**config.mk**
```make
export PLATFORM = sky130hd
export DESIGN_NAME = dkong_dma_nch
export DESIGN_NICKNAME = d
export VERILOG_FILES = /design/src/rtl/dkong_dma_nch.sv
export SDC_FILE = /design/constraint.sdc
export NUM_CORES = 1
export LEC_CHECK = 0
export ABC_CLOCK_PERIOD_IN_PS = 4000
export BUFFER_PORTS_ARGS = -buffer_cell sky130_fd_sc_hd__buf_2
export CORE_MARGIN = 2
export CORE_UTILIZATION = 40
export CTS_CLUSTER_SIZE = 24
export DETAILED_ROUTE_END_ITERATION = 8
export GPL_TIMING_DRIVEN = 0
export RECOVER_POWER = 50
export SYNTH_ARGS = -nofsm -noshare
export SYNTH_HDL_FRONTEND = slang
export SYNTH_SLANG_ARGS = --single-unit
```
**constraint.sdc**
```tcl
create_clock -name I_CLK -period 4 [get_ports I_CLK]
set_input_delay 0.8 -clock I_CLK [delete_from_list [all_inputs] [get_ports I_CLK]]
set_output_delay 0.8 -clock I_CLK [all_outputs]
set_load 0.005 [all_outputs]
```
**src/rtl/dkong_dma_nch.sv**
```systemverilog
// rtl/dkong_dma_nch.sv - multi-channel fixed-priority block DMA with fill mode
// Copies or fills a block per channel under the HRQ/HLDA bus handshake, one step per CPU clock enable.
module dkong_dma_nch #(
    parameter int CHANNELS = 2,
    parameter int AW       = 10,
    parameter int LW       = 10,
    parameter int DW       = 8
) (
    input  logic                   I_CLK,
    input  logic                   I_RESET,
    input  logic                   I_CLK_EN,
    input  logic [CHANNELS-1:0]    I_DMA_TRIG,
    input  logic [CHANNELS*AW-1:0] I_SRC_BASE,
    input  logic [CHANNELS*AW-1:0] I_DST_BASE,
    input  logic [CHANNELS*LW-1:0] I_LEN,
    input  logic [CHANNELS-1:0]    I_FILL,
    input  logic [DW-1:0]          I_FILL_D,
    input  logic [DW-1:0]          I_DMA_DS,
    input  logic                   I_HLDA,
    output logic                   O_HRQ,
    output logic [AW-1:0]          O_DMA_AS,
    output logic                   O_DMA_CES,
    output logic [AW-1:0]          O_DMA_AD,
    output logic [DW-1:0]          O_DMA_DD,
    output logic                   O_DMA_CED,
    output logic                   O_BUSY,
    output logic [2:0]             O_ACT_CH,
    output logic [CHANNELS-1:0]    O_DONE
);

    localparam logic [1:0] S_IDLE = 2'd0;
    localparam logic [1:0] S_WAIT = 2'd1;
    localparam logic [1:0] S_XFER = 2'd2;
    localparam logic [1:0] S_DONE = 2'd3;

    localparam logic [LW-1:0] ONE_L = LW'(1);

    logic [1:0]          state;
    logic [CHANNELS-1:0] trig_prev;
    logic [CHANNELS-1:0] pending;
    logic [CHANNELS-1:0] edge_det;
    logic [CHANNELS-1:0] req;
    logic [CHANNELS-1:0] sel_mask;
    logic [CHANNELS-1:0] cur_mask;
    logic [CHANNELS-1:0] done_r;
    logic                sel_found;
    logic [2:0]          sel_ch;
    logic [2:0]          cur_ch;
    logic [AW-1:0]       sel_src;
    logic [AW-1:0]       sel_dst;
    logic [LW-1:0]       sel_len;
    logic                sel_fill;

    logic [AW-1:0]       src_r;
    logic [AW-1:0]       dst_r;
    logic [LW-1:0]       len_r;
    logic [LW-1:0]       idx;
    logic                fill_r;
    logic                stalled;
    logic                busy;
    logic                hrq;
    logic                ces;
    logic                ced;
    logic [AW-1:0]       as_r;
    logic [AW-1:0]       ad_r;
    logic [DW-1:0]       dd_r;

    // A trigger edge seen on this step is eligible for selection in the same step.
    always_comb begin
        edge_det  = I_DMA_TRIG & ~trig_prev;
        req       = pending | edge_det;
        sel_found = 1'b0;
        sel_ch    = 3'd0;
        sel_mask  = '0;
        sel_src   = '0;
        sel_dst   = '0;
        sel_len   = '0;
        sel_fill  = 1'b0;
        for (int n = CHANNELS - 1; n >= 0; n--) begin
            if (req[n]) begin
                sel_found   = 1'b1;
                sel_ch      = 3'(n);
                sel_mask    = '0;
                sel_mask[n] = 1'b1;
                sel_src     = I_SRC_BASE[n*AW +: AW];
                sel_dst     = I_DST_BASE[n*AW +: AW];
                sel_len     = I_LEN[n*LW +: LW];
                sel_fill    = I_FILL[n];
            end
        end
    end

    always_ff @(posedge I_CLK) begin
        done_r <= '0;
        if (I_RESET) begin
            state     <= S_IDLE;
            trig_prev <= I_DMA_TRIG;
            pending   <= '0;
            cur_mask  <= '0;
            cur_ch    <= 3'd0;
            src_r     <= '0;
            dst_r     <= '0;
            len_r     <= '0;
            idx       <= '0;
            fill_r    <= 1'b0;
            stalled   <= 1'b0;
            busy      <= 1'b0;
            hrq       <= 1'b0;
            ces       <= 1'b0;
            ced       <= 1'b0;
            as_r      <= '0;
            ad_r      <= '0;
            dd_r      <= '0;
        end else if (I_CLK_EN) begin
            trig_prev <= I_DMA_TRIG;
            pending   <= req;
            case (state)
                S_IDLE: begin
                    if (sel_found) begin
                        pending  <= req & ~sel_mask;
                        cur_mask <= sel_mask;
                        cur_ch   <= sel_ch;
                        src_r    <= sel_src;
                        dst_r    <= sel_dst;
                        len_r    <= sel_len;
                        fill_r   <= sel_fill;
                        idx      <= '0;
                        stalled  <= 1'b0;
                        if (sel_len == '0) begin
                            state <= S_DONE;
                        end else begin
                            hrq   <= 1'b1;
                            busy  <= 1'b1;
                            state <= S_WAIT;
                        end
                    end
                end
                S_WAIT: begin
                    if (I_HLDA) begin
                        state <= S_XFER;
                    end
                end
                S_XFER: begin
                    if (!I_HLDA) begin
                        ces     <= 1'b0;
                        ced     <= 1'b0;
                        stalled <= 1'b1;
                    end else if (stalled && (idx != '0) && !fill_r) begin
                        // The source data of the read before the pause is gone; fetch it again.
                        as_r    <= src_r + AW'(idx - ONE_L);
                        ces     <= 1'b1;
                        ced     <= 1'b0;
                        stalled <= 1'b0;
                    end else begin
                        stalled <= 1'b0;
                        if (idx < len_r) begin
                            as_r <= src_r + AW'(idx);
                            ces  <= !fill_r;
                        end else begin
                            ces  <= 1'b0;
                        end
                        if (idx != '0) begin
                            ad_r <= dst_r + AW'(idx - ONE_L);
                            dd_r <= fill_r ? I_FILL_D : I_DMA_DS;
                            ced  <= 1'b1;
                        end else begin
                            ced  <= 1'b0;
                        end
                        if (idx == len_r) begin
                            state <= S_DONE;
                        end else begin
                            idx <= idx + ONE_L;
                        end
                    end
                end
                S_DONE: begin
                    hrq    <= 1'b0;
                    ces    <= 1'b0;
                    ced    <= 1'b0;
                    busy   <= 1'b0;
                    done_r <= cur_mask;
                    state  <= S_IDLE;
                end
                default: state <= S_IDLE;
            endcase
        end
    end

    assign O_HRQ     = hrq;
    assign O_DMA_AS  = as_r;
    assign O_DMA_CES = ces;
    assign O_DMA_AD  = ad_r;
    assign O_DMA_DD  = dd_r;
    assign O_DMA_CED = ced;
    assign O_BUSY    = busy;
    assign O_ACT_CH  = busy ? cur_ch : 3'd0;
    assign O_DONE    = done_r;

endmodule

```
==> results.md <==
* Status: completed
* I/O Pins at 121
* FMAX at 0.270 GHz
* Hold Crit Class: reg2reg
* Drt pass-1 iters at 4
* Critical Path RT at 4.21 ns
* Area contributors post-synth: dfxtp_1, ha_1, a211oi_1
* Synthesized area at 4850 um^2
* CP peak stage delay at 0.42 ns
* Maximum clock path buffer count at 2
* Slowest cell on crit path: fa_1
* Width of the die at 114 um
* Switching Share at 33.7%
* CTS Sinks at 83
* Lkg Pwr at 0.00248 uW
* RSZ-0062 raised after global routing: false
* Critical path class: reg2reg
* Post-synthesis sequential area ratio at 34.7%
* IO buf count at 117
* Synth area leader: dfxtp_1
* FF-to-FF path depth at 14
* Hold Slack at 0.452 ns
* Slew Limit Fails at 0
* Final min period at 3.70 ns
* Die area at 13000 um^2
* Area grow syn2layout at 21.0%
* Worst Hold Depth at 2
* Worst hold start: O_DMA_AD[5]
* Yosys top cell area share at 33.5%
* Clk slew on worst S/H paths at 0.06 ns
* Critical path endpoint category: flop
* Setup_tns at 0 ns
* Final Hold Vio Count at 0
* Fin crit share at 92.4%
* Post-CTS Setup Bufs at 0
* Final Cell Area at 5860 um^2
* Global-route wire length before repair at 21300 um
* Ratio of cells with drive above 1 in the final layout at 17.9%
* Starting DRC count in detailed routing at 131
* Total core area at 11900 um^2
* Number of synthesized register bits at 83
* Startpoint types: flop
* Grt ovf at 0
* Final core occ at 49.2%
* EDFF count, synth at 2
* Yosys warning count at 0
* Depth of the CTS H-tree at 3
* Critical path arrival at 3.91 ns
* PwrDens at 445 nW/um^2
* Post-route DRC at 0
* CTS root buffer: clkbuf_16
* Reg2reg start: idx[0]
* CTS tree: done
* Maxcap violations at 0
* Fin Clk Skew at 0.00882 ns
* Gr usage total at 20.7%
* Worst Tran Pin Value at 0.947 ns
* Placed inst area at 5620 um^2
* DRT antenna net count at 0
* Ant diodes at 0
* Worst reg2reg endpoint: O_DMA_AS[8]
* Peak supply drop at 0.000180 V
* Final setup violation count at 0
* Slew HR at 36.0%
* Combinational power share at 32.6%
* Die height at 114 um
* Post-cts sizing count at 0
* Switch Pwr at 880 uW
* Ys async rst share at 0%
* Routed WL at 13200 um
* Post-Syn Instances at 575
* Vias in the first global route at 4417
* HPWL Detailed at 10400 um
* # hold bufs at CTS at 0
* Worst reg2reg setup slack at 0.30 ns
* Gpl congestion at 0.863
* Final nets at 824
* Starting density of the core at 40.7%
* DR WL/cell at 15.4 um
* Sink of the worst hold path: O_DMA_AD[5]
* Synth unique cells at 52
* Clock power frac at 31.1%
* DR vias at 4549
* Sequential Power Share at 36.3%
* Mapped Avg Cell Area at 8.43 um^2
* Initial antenna violation count at 0
* Synth Flop Type: dfxtp_1
* Latest clock arrival within the worst-skew pair at 0.35 ns
* Crit path cell chain: inv_1, ha_1, nor4b_4, a31oi_2, clkbuf_1, xnor2_1, ha_1, fa_1, a21oi_1, o211ai_1, o41ai_1, xnor2_1, mux2i_1, nor2_1
* Power Internal at 1730 uW
* Vias/cell at 5.32
* Crit-path max FO at 10
* Num rows at 40
* TritonCTS buffer count at 9
* Largest net degree at the start of global routing at 13
-- cell usage after synthesis, drive strengths merged, types with 4 or more instances --
cell type	instances
nor2	87
dfxtp	81
a211oi	44
ha	34
o22ai	34
nand2	31
clkbuf	27
a21oi	25
inv	24
xnor2	22
mux2i	20
xor2	19
o21ai	16
buf	13
nand3	11
nor3	8
and2	6
nor4	6
o211ai	6
nor2b	5
a21o	4
o2111ai	4
o21bai	4
o41ai	4
-- sequential cells by signal, summed over array words and instances, names as in the netlist --
signal,flops
O_DMA_AD,10
O_DMA_CES,1
pending,2
len_r,10
O_DMA_AS,10
stalled,1
src_r,10
cur_mask,1
dst_r,10
state,2
trig_prev,2
O_DMA_CED,1
O_DONE,2
O_DMA_DD,8
O_HRQ,1
idx,10
cur_ch,1
fill_r,1
-- power by group through the flow --
stage | clock (uW) | sequential, uW | combinational (uW)
after global placement | 0 | 963 | 828
after global routing | 858 | 954 | 960
after CTS | 823 | 947 | 853
final | 811 | 947 | 852
after floorplan | 0 | 951 | 623
after detailed placement | 0 | 965 | 843
-- metrics by stage --
stage,setup WS (ns),total power [uW],cells
after floorplan,0.907,1570,576
after global placement,0.383,1790,840
after detailed placement,0.322,1810,840
after CTS,0.300,2620,855
after global routing,0.0843,2770,855
final,0.303,2610,855
-- per-layer routing --
metal / track usage [%] / routed length [um]
met4: 11.3 / 533
met2: 33.8 / 6120
met5: 0 / 0
met3: 3.23 / 503
met1: 26.4 / 6010
-- cell type report --
cell class                 count  area [um^2]
clock buffer                  12          236
clock inverter                 3         40.0
timing repair buffer         117          561
tap                          147          184
sequential                    83         1680
inverter                      24         90.1
multi-input combinational    429         2900
fill                        1191         6050
buffer                        40          175
-- logic make-up (layout without fill, tap and decap cells) --
logic type | Yosys count | in the layout | share of synthesized area (%)
and+or+nand+nor | 179 | 179 | 17.7
AOI/OAI and AO/OA | 151 | 151 | 20.9
DFF | 83 | 83 | 34.7
buffers and inverters | 64 | 196 | 5.47
xor gates and xnor gates | 41 | 41 | 7.41
adders and majority gates | 36 | 36 | 9.61
muxes | 20 | 20 | 4.13
other | 1 | 2 | 0.0774
-- layout by cell type, fill, tap and decap left out, types with 5 or more instances in the layout --
master,instances
o211ai_1,6
o22ai_1,34
nor3_1,8
dfxtp_1,81
a211oi_1,44
xor2_1,19
nor2_1,87
inv_1,24
and2_1,5
buf_2,105
nand2_1,31
nor2b_1,5
clkbuf_1,50
nand3_1,11
o21ai_0,16
nor4_1,5
xnor2_1,22
ha_1,34
clkbuf_16,9
mux2i_1,20
a21oi_1,25
-- how the worst max path moves through the flow --
stage	to	slack [ns]	startpoint	depth (start not counted)
after CTS	O_DMA_AS[8]	0.30	idx[0]	14
after global routing	O_DMA_AS[8]	0.08	idx[0]	14
after detailed placement	O_DMA_AS[8]	0.32	idx[0]	14
after floorplan	O_DMA_AS[8]	0.91	idx[0]	14
after global placement	O_DMA_AS[8]	0.38	idx[0]	14
final	O_DMA_AS[8]	0.30	idx[0]	14
-- worst max-delay path: cells and delay by family (launching register included) --
family | cells | cell delay [ns]
AOI/OAI and AO/OA | 4 | 0.94
buffers and inverters | 2 | 0.52
adders and majority gates | 3 | 0.95
DFF | 1 | 0.34
muxes | 1 | 0.13
and+or+nand+nor | 2 | 0.37
xor gates and xnor gates | 2 | 0.31
Note: power is estimated with default switching activity, not from simulation.
